`src/rtl/alu_pkg.sv`:
```
`default_nettype none
// ============================================================================
// Package : alu_pkg
// Desc    : Shared constants for the sequential right-shift ALU: state
//           encodings, default width, shift-count width, fill-select codes.
// Rev     : 1.0  initial release
// ============================================================================
package alu_pkg;

    localparam logic [1:0] c_ST_IDLE  = 2'd0;
    localparam logic [1:0] c_ST_SHIFT = 2'd1;
    localparam logic [1:0] c_ST_DONE  = 2'd2;

    localparam int c_DEFAULT_WIDTH = 32;
    localparam int c_CNT_W         = 6;

    // What enters the MSB on each one-position step
    localparam logic [1:0] c_FILL_ZERO = 2'd0;
    localparam logic [1:0] c_FILL_SIGN = 2'd1;
    localparam logic [1:0] c_FILL_LSB  = 2'd2;

    function automatic logic [c_CNT_W-1:0] clamp_count(
        input logic [c_CNT_W-1:0] s,
        input logic [c_CNT_W-1:0] lim
    );
        return (s > lim) ? lim : s;
    endfunction

endpackage
`default_nettype wire

```
`src/rtl/alu_shiftr_1bit.sv`:
```
`default_nettype none
// ============================================================================
// Module : alu_shiftr_1bit
// Desc   : Combinational single-position right step; the vacated MSB takes
//          zero, the sign bit or the shifted-out LSB depending on i_fill_sel.
// Rev    : 1.0  initial release
// ============================================================================
module alu_shiftr_1bit
    import alu_pkg::*;
#(
    parameter int N = c_DEFAULT_WIDTH
) (
    input  logic [N-1:0] i_data,
    input  logic [1:0]   i_fill_sel,
    output logic [N-1:0] o_data
);

    logic w_fill;

    always_comb begin
        w_fill = 1'b0;
        case (i_fill_sel)
            c_FILL_SIGN: w_fill = i_data[N-1];
            c_FILL_LSB:  w_fill = i_data[0];
            default:     w_fill = 1'b0;
        endcase
        o_data = {w_fill, i_data[N-1:1]};
    end

endmodule
`default_nettype wire

```
`src/rtl/alu_shiftr_seq_32bit.sv`:
```
`default_nettype none
// ============================================================================
// Module : alu_shiftr_seq_32bit
// Desc   : Bit-serial right shifter (logical/arithmetic), one position per
//          clock. Macro ALU_SHIFTR_ROTATE_EN adds port rot for rotate-right.
// Rev    : 1.0  initial release
// ============================================================================
module alu_shiftr_seq_32bit
    import alu_pkg::*;
#(
    parameter int N = c_DEFAULT_WIDTH
) (
    input  logic               clk,
    input  logic               rst,
    input  logic               start,
    input  logic [N-1:0]       A,
    input  logic [c_CNT_W-1:0] S,
    input  logic               arith,
`ifdef ALU_SHIFTR_ROTATE_EN
    input  logic               rot,
`endif
    output logic [N-1:0]       Z,
    output logic               busy,
    output logic               done
);

    localparam logic [c_CNT_W-1:0] c_N_CNT  = c_CNT_W'(N);
    localparam logic [c_CNT_W-1:0] c_N_MASK = c_CNT_W'(N - 1);

    logic [1:0]         r_state;
    logic [N-1:0]       r_shreg;
    logic [c_CNT_W-1:0] r_cnt;
    logic               r_mode_arith;
`ifdef ALU_SHIFTR_ROTATE_EN
    logic               r_mode_rot;
`endif
    logic               r_busy;
    logic               r_done;

    logic [c_CNT_W-1:0] w_cnt_init;
    logic [1:0]         w_fill_sel;
    logic [N-1:0]       w_step;

    // Shifts beyond the width saturate at N; rotates wrap modulo N
    always_comb begin
        w_cnt_init = clamp_count(S, c_N_CNT);
`ifdef ALU_SHIFTR_ROTATE_EN
        if (rot) begin
            w_cnt_init = S & c_N_MASK;
        end
`endif
    end

    always_comb begin
        w_fill_sel = r_mode_arith ? c_FILL_SIGN : c_FILL_ZERO;
`ifdef ALU_SHIFTR_ROTATE_EN
        if (r_mode_rot) begin
            w_fill_sel = c_FILL_LSB;
        end
`endif
    end

    alu_shiftr_1bit #(
        .N (N)
    ) u_step (
        .i_data     (r_shreg),
        .i_fill_sel (w_fill_sel),
        .o_data     (w_step)
    );

    always_ff @(posedge clk) begin
        if (rst) begin
            r_state      <= c_ST_IDLE;
            r_shreg      <= '0;
            r_cnt        <= '0;
            r_mode_arith <= 1'b0;
`ifdef ALU_SHIFTR_ROTATE_EN
            r_mode_rot   <= 1'b0;
`endif
            r_busy       <= 1'b0;
            r_done       <= 1'b0;
        end else begin
            case (r_state)
                c_ST_IDLE: begin
                    r_done <= 1'b0;
                    if (start) begin
                        r_shreg      <= A;
                        r_mode_arith <= arith;
`ifdef ALU_SHIFTR_ROTATE_EN
                        r_mode_rot   <= rot;
`endif
                        r_cnt        <= w_cnt_init;
                        r_busy       <= 1'b1;
                        if (w_cnt_init != '0) begin
                            r_state <= c_ST_SHIFT;
                        end else begin
                            r_state <= c_ST_DONE;
                            r_done  <= 1'b1;
                        end
                    end
                end
                c_ST_SHIFT: begin
                    r_shreg <= w_step;
                    r_cnt   <= r_cnt - 1'b1;
                    if (r_cnt == c_CNT_W'(1)) begin
                        r_state <= c_ST_DONE;
                        r_done  <= 1'b1;
                    end
                end
                c_ST_DONE: begin
                    r_state <= c_ST_IDLE;
                    r_busy  <= 1'b0;
                    r_done  <= 1'b0;
                end
                default: begin
                    r_state <= c_ST_IDLE;
                    r_busy  <= 1'b0;
                    r_done  <= 1'b0;
                end
            endcase
        end
    end

    assign Z    = r_shreg;
    assign busy = r_busy;
    assign done = r_done;

endmodule
`default_nettype wire
```
`config.mk`:
```
export PLATFORM = sky130hd
export DESIGN_NAME = alu_shiftr_seq_32bit
export DESIGN_NICKNAME = d
export VERILOG_FILES = /design/src/rtl/alu_pkg.sv /design/src/rtl/alu_shiftr_1bit.sv /design/src/rtl/alu_shiftr_seq_32bit.sv
export SDC_FILE = /design/constraint.sdc
export NUM_CORES = 1
export LEC_CHECK = 0
export ABC_AREA = 1
export BUFFER_PORTS_ARGS = -buffer_cell sky130_fd_sc_hd__buf_4
export CAP_MARGIN = 20
export CELL_PAD_IN_SITES_DETAIL_PLACEMENT = 1
export CELL_PAD_IN_SITES_GLOBAL_PLACEMENT = 2
export CORE_ASPECT_RATIO = 1.75
export CORE_MARGIN = 2
export CORE_UTILIZATION = 27
export DETAILED_ROUTE_END_ITERATION = 6
export GPL_TIMING_DRIVEN = 0
export PLACE_DENSITY_LB_ADDON = 0.1
export SYNTH_ARGS = -nofsm -noshare
export SYNTH_HDL_FRONTEND = slang
export SYNTH_HIERARCHICAL = 1
export SYNTH_SLANG_ARGS = --single-unit
```
`constraint.sdc`:
```
create_clock -name clk -period 1.5 [get_ports clk]
set_input_delay 0.225 -clock clk [delete_from_list [all_inputs] [get_ports clk]]
set_output_delay 0.225 -clock clk [all_outputs]
set_load 0.01 [all_outputs]
```
==> flow_summary.yaml, run 1 <==
synthesis:
  ys_types: 25
  async_flop_share_pct: 0
  yosysSeqAreaShare_pct: 38.2
  synth_top_cell_by_area: "dfxtp_1"
  synth_edf_count: 0
  synth_area_leaders: "dfxtp_1, nand2_1, buf_4, a31oi_1, o21ai_1"
  syn_avg_cell_area_sq_um: 7.38
  synth_area_sq_mm: 0.00225
  synthCells: 305
  synthTopCellsByCount: "nand2_1, dfxtp_1, buf_4, o21ai_1, a31oi_1"
  yosys_most_used_dff: "dfxtp_1"
  synth.most_common_cell: "nand2_1"
  ys_ff_latch: 43
  synth_top_area_share_pct: 38.2
  yosysWarnings: 6
floorplan:
  die_h_um: 125
  dieArea_sq_mm: 0.00911
  core_area_sq_mm: 0.00820
  row_count: 44
  initial_core_util_pct: 27.4
  io_pins: 76
  die_w_um: 73.0
place:
  placed_area_sq_mm: 0.00293
  gp_congestion: 0.796
  dp_hpwl_um: 5460
  numPortBuffers: 75
drt:
  ant_nets: 0
  vias: 2281
  vias_per_cell: 4.75
  wirelength_um: 7300
  remaining_drc_errors: 0
  drt-initial-drc-count: 87
  post_drt_wl_per_cell_um: 15.2
  drtPass1Iterations: 4
global_route:
  grt_pass1_vias: 2429
  grtUsageTotal_pct: 16.7
  grt_first_pass_wirelength_um: 12000
  overflow: 0
  grt_max_degree: 13
  antenna_found_initial: 0
layout:
  area_growth_pct: 37.6
  antenna_cells: 0
  layout-drive-gt1-share_pct: 35.3
  final_nets: 434
  fin_area_sq_mm: 0.00310
  final_util_pct: 37.8
clock_tree:
  cts_tree: "done"
  clock-sinks: 43
  hold_buffers: 0
  cts_setup_buffers: 0
  clkLatencyLatePin_ps: 280
  cts-root-buf: "clkbuf_16"
  htree_num_levels: 2
  post_cts_resized: 1
  clock_path_buffers: 2
  cts_buffers: 5
  clk_pin_slew_worst_paths_ps: 60
worst_hold_path:
  min_path_type: "in2reg"
  hold_path_depth: 2
timing:
  hold_violations: 0
  fmaxAchievable_mhz: 720
  finalClockSkew_ps: 7.37
  rsz0062_at_grt: "false"
  maxSlewViolCount: 0
  setup_viol: 0
  period_share_pct: 92.6
  worstMarginPinSlew_ps: 520
  fin_crit_ps: 1390
  maxSlewHeadroom_pct: 65.3
  fin_tns_setup_ps: 0
job:
  max-cap-violations: 0
setup_path:
  cp-start-kind: "flop"
  critPathKind: "reg2reg"
  ff2ff_path_depth: 7
  worstPathMaxFanout: 10
  worstPathArrival_ps: 1560
  critical_path_required_ps: 1670
  end_kind: "flop"
power:
  p_leak_uw: 0.00146
  ir_drop_mv: 0.515
  power.density_mw_per_mm2: 1190
run_status:
  outcome: "completed"
[critical path: stages (launching register included)]
cell	delay, ps
dfxtp_2	380
inv_2	60
nor2_4	130
inv_4	100
nand2_4	120
buf_4	200
buf_4	200
a31oi_1	90
[power by group]
group	internal [uW]	leakage (uW)	total [uW]	switching, uW
registers	1280	0.000357	1410	123
clock network	778	0.0000769	1230	453
logic	520	0.00102	1030	514
total	2580	0.00146	3670	1090
[registers in the layout, summed over array words and instances, names as in the netlist]
register and count:
Z 32, busy 1, done 1, r_cnt 6, r_mode_arith 1, r_state 2
[metal layers]
metal | vias up | track usage [%] | wire [um]
li1 | 1153 | - | -
met1 | 1068 | 19.0 | 3030
met2 | 51 | 30.2 | 3850
met3 | 9 | 2.75 | 256
met4 | 0 | 6.10 | 168
met5 | - | 0 | 0
[worst paths after layout]
path | end | from | slack (ps)
hold reg to reg | busy$_SDFFE_PP0P_ | busy$_SDFFE_PP0P_ | 480
hold / removal | r_state[0]$_SDFFE_PP0P_ | rst | 150
setup reg to reg | Z[14]$_SDFFE_PP0P_ | r_state[0]$_SDFFE_PP0P_ | 110
setup / recovery | Z[14]$_SDFFE_PP0P_ | r_state[0]$_SDFFE_PP0P_ | 110
[logic make-up (layout without fill, tap and decap cells)]
group                      count (synthesis)  count (layout)  synth area share, %
adders and majority gates                  4               4                 2.22
buffers and inverters                     65             147                 18.5
DFF                                       43              43                 38.2
other                                      1               2                0.167
and+or+nand+nor                          107             107                 19.7
xor gates and xnor gates                   1               1                0.389
AOI/OAI and AO/OA                         84              84                 20.8
[cell usage in the layout, fill, tap and decap left out, types with 4 or more instances in the layout]
| master | Yosys | final |
|---|---|---|
| clkbuf_16 | 0 | 5 |
| dfxtp_1 | 43 | 42 |
| a21oi_1 | 11 | 11 |
| buf_2 | 4 | 4 |
| a31oi_1 | 32 | 32 |
| nand3_1 | 6 | 6 |
| nor2_1 | 9 | 9 |
| nand2_1 | 84 | 84 |
| o21ai_0 | 4 | 4 |
| ha_1 | 4 | 4 |
| nand4_1 | 4 | 4 |
| o21ai_1 | 35 | 35 |
| buf_4 | 38 | 113 |
| inv_1 | 12 | 12 |
[metrics by stage]
| step | instances | setup slack, ps | total power [uW] | hold slack, ps |
|---|---|---|---|---|
| CTS | 480 | 20.9 | 3730 | 142 |
| finish | 480 | 110 | 3670 | 146 |
| detailed placement | 473 | 19.9 | 2480 | 450 |
| global route | 480 | 31.2 | 3890 | 150 |
| floorplan | 306 | 340 | 2030 | 294 |
| global placement | 473 | 33.3 | 2460 | 449 |
[layout make-up]
type / instances / area, sq um
fill: 1033 / 5110
multi-input combinational: 198 / 977
sequential: 43 / 862
timing repair buffer: 75 / 563
buffer: 50 / 362
clock buffer: 6 / 129
tap: 92 / 115
inverter: 15 / 58.8
clock inverter: 1 / 30.0
No activity file was read; power rests on OpenSTA's default activity.
==> run 2, diff against run 1 <==
--- a/config.mk
+++ b/config.mk
@@ -12,7 +12,8 @@
 export CELL_PAD_IN_SITES_GLOBAL_PLACEMENT = 2
 export CORE_ASPECT_RATIO = 1.75
 export CORE_MARGIN = 2
-export CORE_UTILIZATION = 27
+export CORE_UTILIZATION = 28
+export CTS_BUF_LIST = sky130_fd_sc_hd__clkbuf_4 sky130_fd_sc_hd__clkbuf_8
 export DETAILED_ROUTE_END_ITERATION = 6
 export GPL_TIMING_DRIVEN = 0
 export PLACE_DENSITY_LB_ADDON = 0.1
==> run 2 against run 1 <==
  * Flip-flop and latch count unchanged
  * Wire length down 4.2%
  * Sequential share of layout area up 0.49 points
  * Critical path depth up 1
  * Sequential power about the same
  * Die area down 3.4%
  * Clock power down 28%
  * Register-to-register slack better by 20 ps
  * Largest power group unchanged
==> flow_summary.yaml, run 2 (same netlist as run 1, synthesis figures left out) <==
drt:
  drtPass1Iterations: 4
  ant_nets: 0
  vias: 2296
  wirelength_um: 7000
  drt-initial-drc-count: 56
  post_drt_wl_per_cell_um: 14.6
  remaining_drc_errors: 0
  vias_per_cell: 4.79
layout:
  fillers: 988
  stdcell_count: 479
  antenna_cells: 0
  final_common_cell: "buf_4"
  fin_area_sq_mm: 0.00304
  largest_reg_flops: 32
  final_nets: 434
  area_growth_pct: 35.2
  layout-drive-gt1-share_pct: 35.7
  mostFrequentLayoutCells: "buf_4, nand2_1, dfxtp_1, o21ai_1, a31oi_1"
setup_path:
  timing.rr.start: "r_state[0]$_SDFFE_PP0P_"
  critPathSlowestCell: "dfxtp_2"
  cp-start-kind: "flop"
  worstPathMaxFanout: 10
  cp_num_buf_inv: 3
  rr_endpoint: "r_cnt[3]$_SDFFE_PP0P_"
  worstPathArrival_ps: 1580
  r2r_setup_slack_ps: 130
  ff2ff_path_depth: 8
  end_kind: "flop"
  critical_path_required_ps: 1710
  worstPathCellList: "inv_2 -> nor2_4 -> inv_4 -> nand2_4 -> buf_4 -> a21oi_1 -> o21ai_1 -> nand2_1"
  critPathKind: "reg2reg"
  crit_family: "flip-flops"
  crit_path_max_incr_delay_ps: 400
place:
  dp_cells: 471
  dp_hpwl_um: 5280
  gp_congestion: 0.761
  numPortBuffers: 75
  placed_area_sq_mm: 0.00293
worst_hold_path:
  hold_path_depth: 2
  min_path_type: "in2reg"
  hold_end: "r_state[0]$_SDFFE_PP0P_"
  min_from: "rst"
timing:
  setup_viol: 0
  rsz0062_at_grt: "false"
  period_share_pct: 91.2
  fin_crit_ps: 1370
  hold_ws_ps: 134
  fmaxAchievable_mhz: 731
  finalClockSkew_ps: 5.13
  hold_violations: 0
  maxSlewViolCount: 0
  fin_tns_setup_ps: 0
power:
  total_power_uw: 3310
  power.density_mw_per_mm2: 1090
  ir_drop_mv: 0.443
  p_leak_uw: 0.00144
global_route:
  grt_first_pass_wirelength_um: 11400
  antenna_found_initial: 0
  overflow: 0
  grt_max_degree: 13
  grt_pass1_vias: 2346
  grtUsageTotal_pct: 16.7
floorplan:
  row_count: 43
  dieArea_sq_mm: 0.00880
  die_h_um: 123
  die_w_um: 71.8
  initial_core_util_pct: 28.7
  io_pins: 76
  core_area_sq_mm: 0.00786
run_status:
  outcome: "completed"
clock_tree:
  htree_num_levels: 2
  clock_path_buffers: 2
  cts_tree: "done"
  cts-root-buf: "clkbuf_8"
  clk_pin_slew_worst_paths_ps: 90
  clkLatencyLatePin_ps: 310
  clock-sinks: 43
  cts_setup_buffers: 0
  cts_buffers: 5
  post_cts_resized: 0
  hold_buffers: 0
job:
  max-cap-violations: 0
[run 2: cell count changes in the layout (fill, tap and decap cells not counted)]
| cell | delta |
|---|---|
| clkbuf_8 | +7 |
| bufinv_16 | -1 |
| clkbuf_4 | +1 |
| buf_6 | +1 |
| buf_4 | -1 |
| clkbuf_16 | -5 |
| clkbuf_1 | -1 |
[run 2: through the flow]
step,utilization (%),worst slack (ps)
after global placement,37.3,44.8
after floorplan,-,340
after detailed placement,37.3,33.3
after CTS,38.6,8.73
final,38.7,132
after global routing,38.7,22.0
[run 2: final cells by class]
cell class	instances	area, sq um	area share, %
tap	90	113	3.70
clock buffer	8	104	3.41
inverter	15	58.8	1.93
multi-input combinational	198	977	32.1
timing repair buffer	75	563	18.5
sequential	43	862	28.3
buffer	50	365	12.0
[run 2: how the worst max path moves through the flow]
stage          cells after the start                     from                    end  slack [ps]
2_1_floorplan                      7  r_state[0]$_SDFFE_PP0P_     Z[10]$_SDFFE_PP0P_         340
3_3_place_gp                       7  r_state[0]$_SDFFE_PP0P_     Z[14]$_SDFFE_PP0P_          40
3_5_place_dp                       7  r_state[0]$_SDFFE_PP0P_      Z[9]$_SDFFE_PP0P_          30
4_1_cts                            7  r_state[0]$_SDFFE_PP0P_      Z[9]$_SDFFE_PP0P_           9
5_1_grt                            8  r_state[0]$_SDFFE_PP0P_  r_cnt[3]$_SDFFE_PP0P_          20
6_report                           8  r_state[0]$_SDFFE_PP0P_  r_cnt[3]$_SDFFE_PP0P_         130
[run 2: per-layer routing]
layer	vias up	global-route usage [%]	wire (um)
met2	48	31.1	3790
met5	-	0	0
met4	0	6.49	135
met1	1085	18.5	2820
met3	9	2.55	254
li1	1154	-	-
[run 2: power by group]
part	switching, uW	total, uW	leakage, uW	internal [uW]
Sequential	119	1400	0.000357	1280
Clock	442	881	0.0000549	440
Combinational	511	1030	0.00102	522
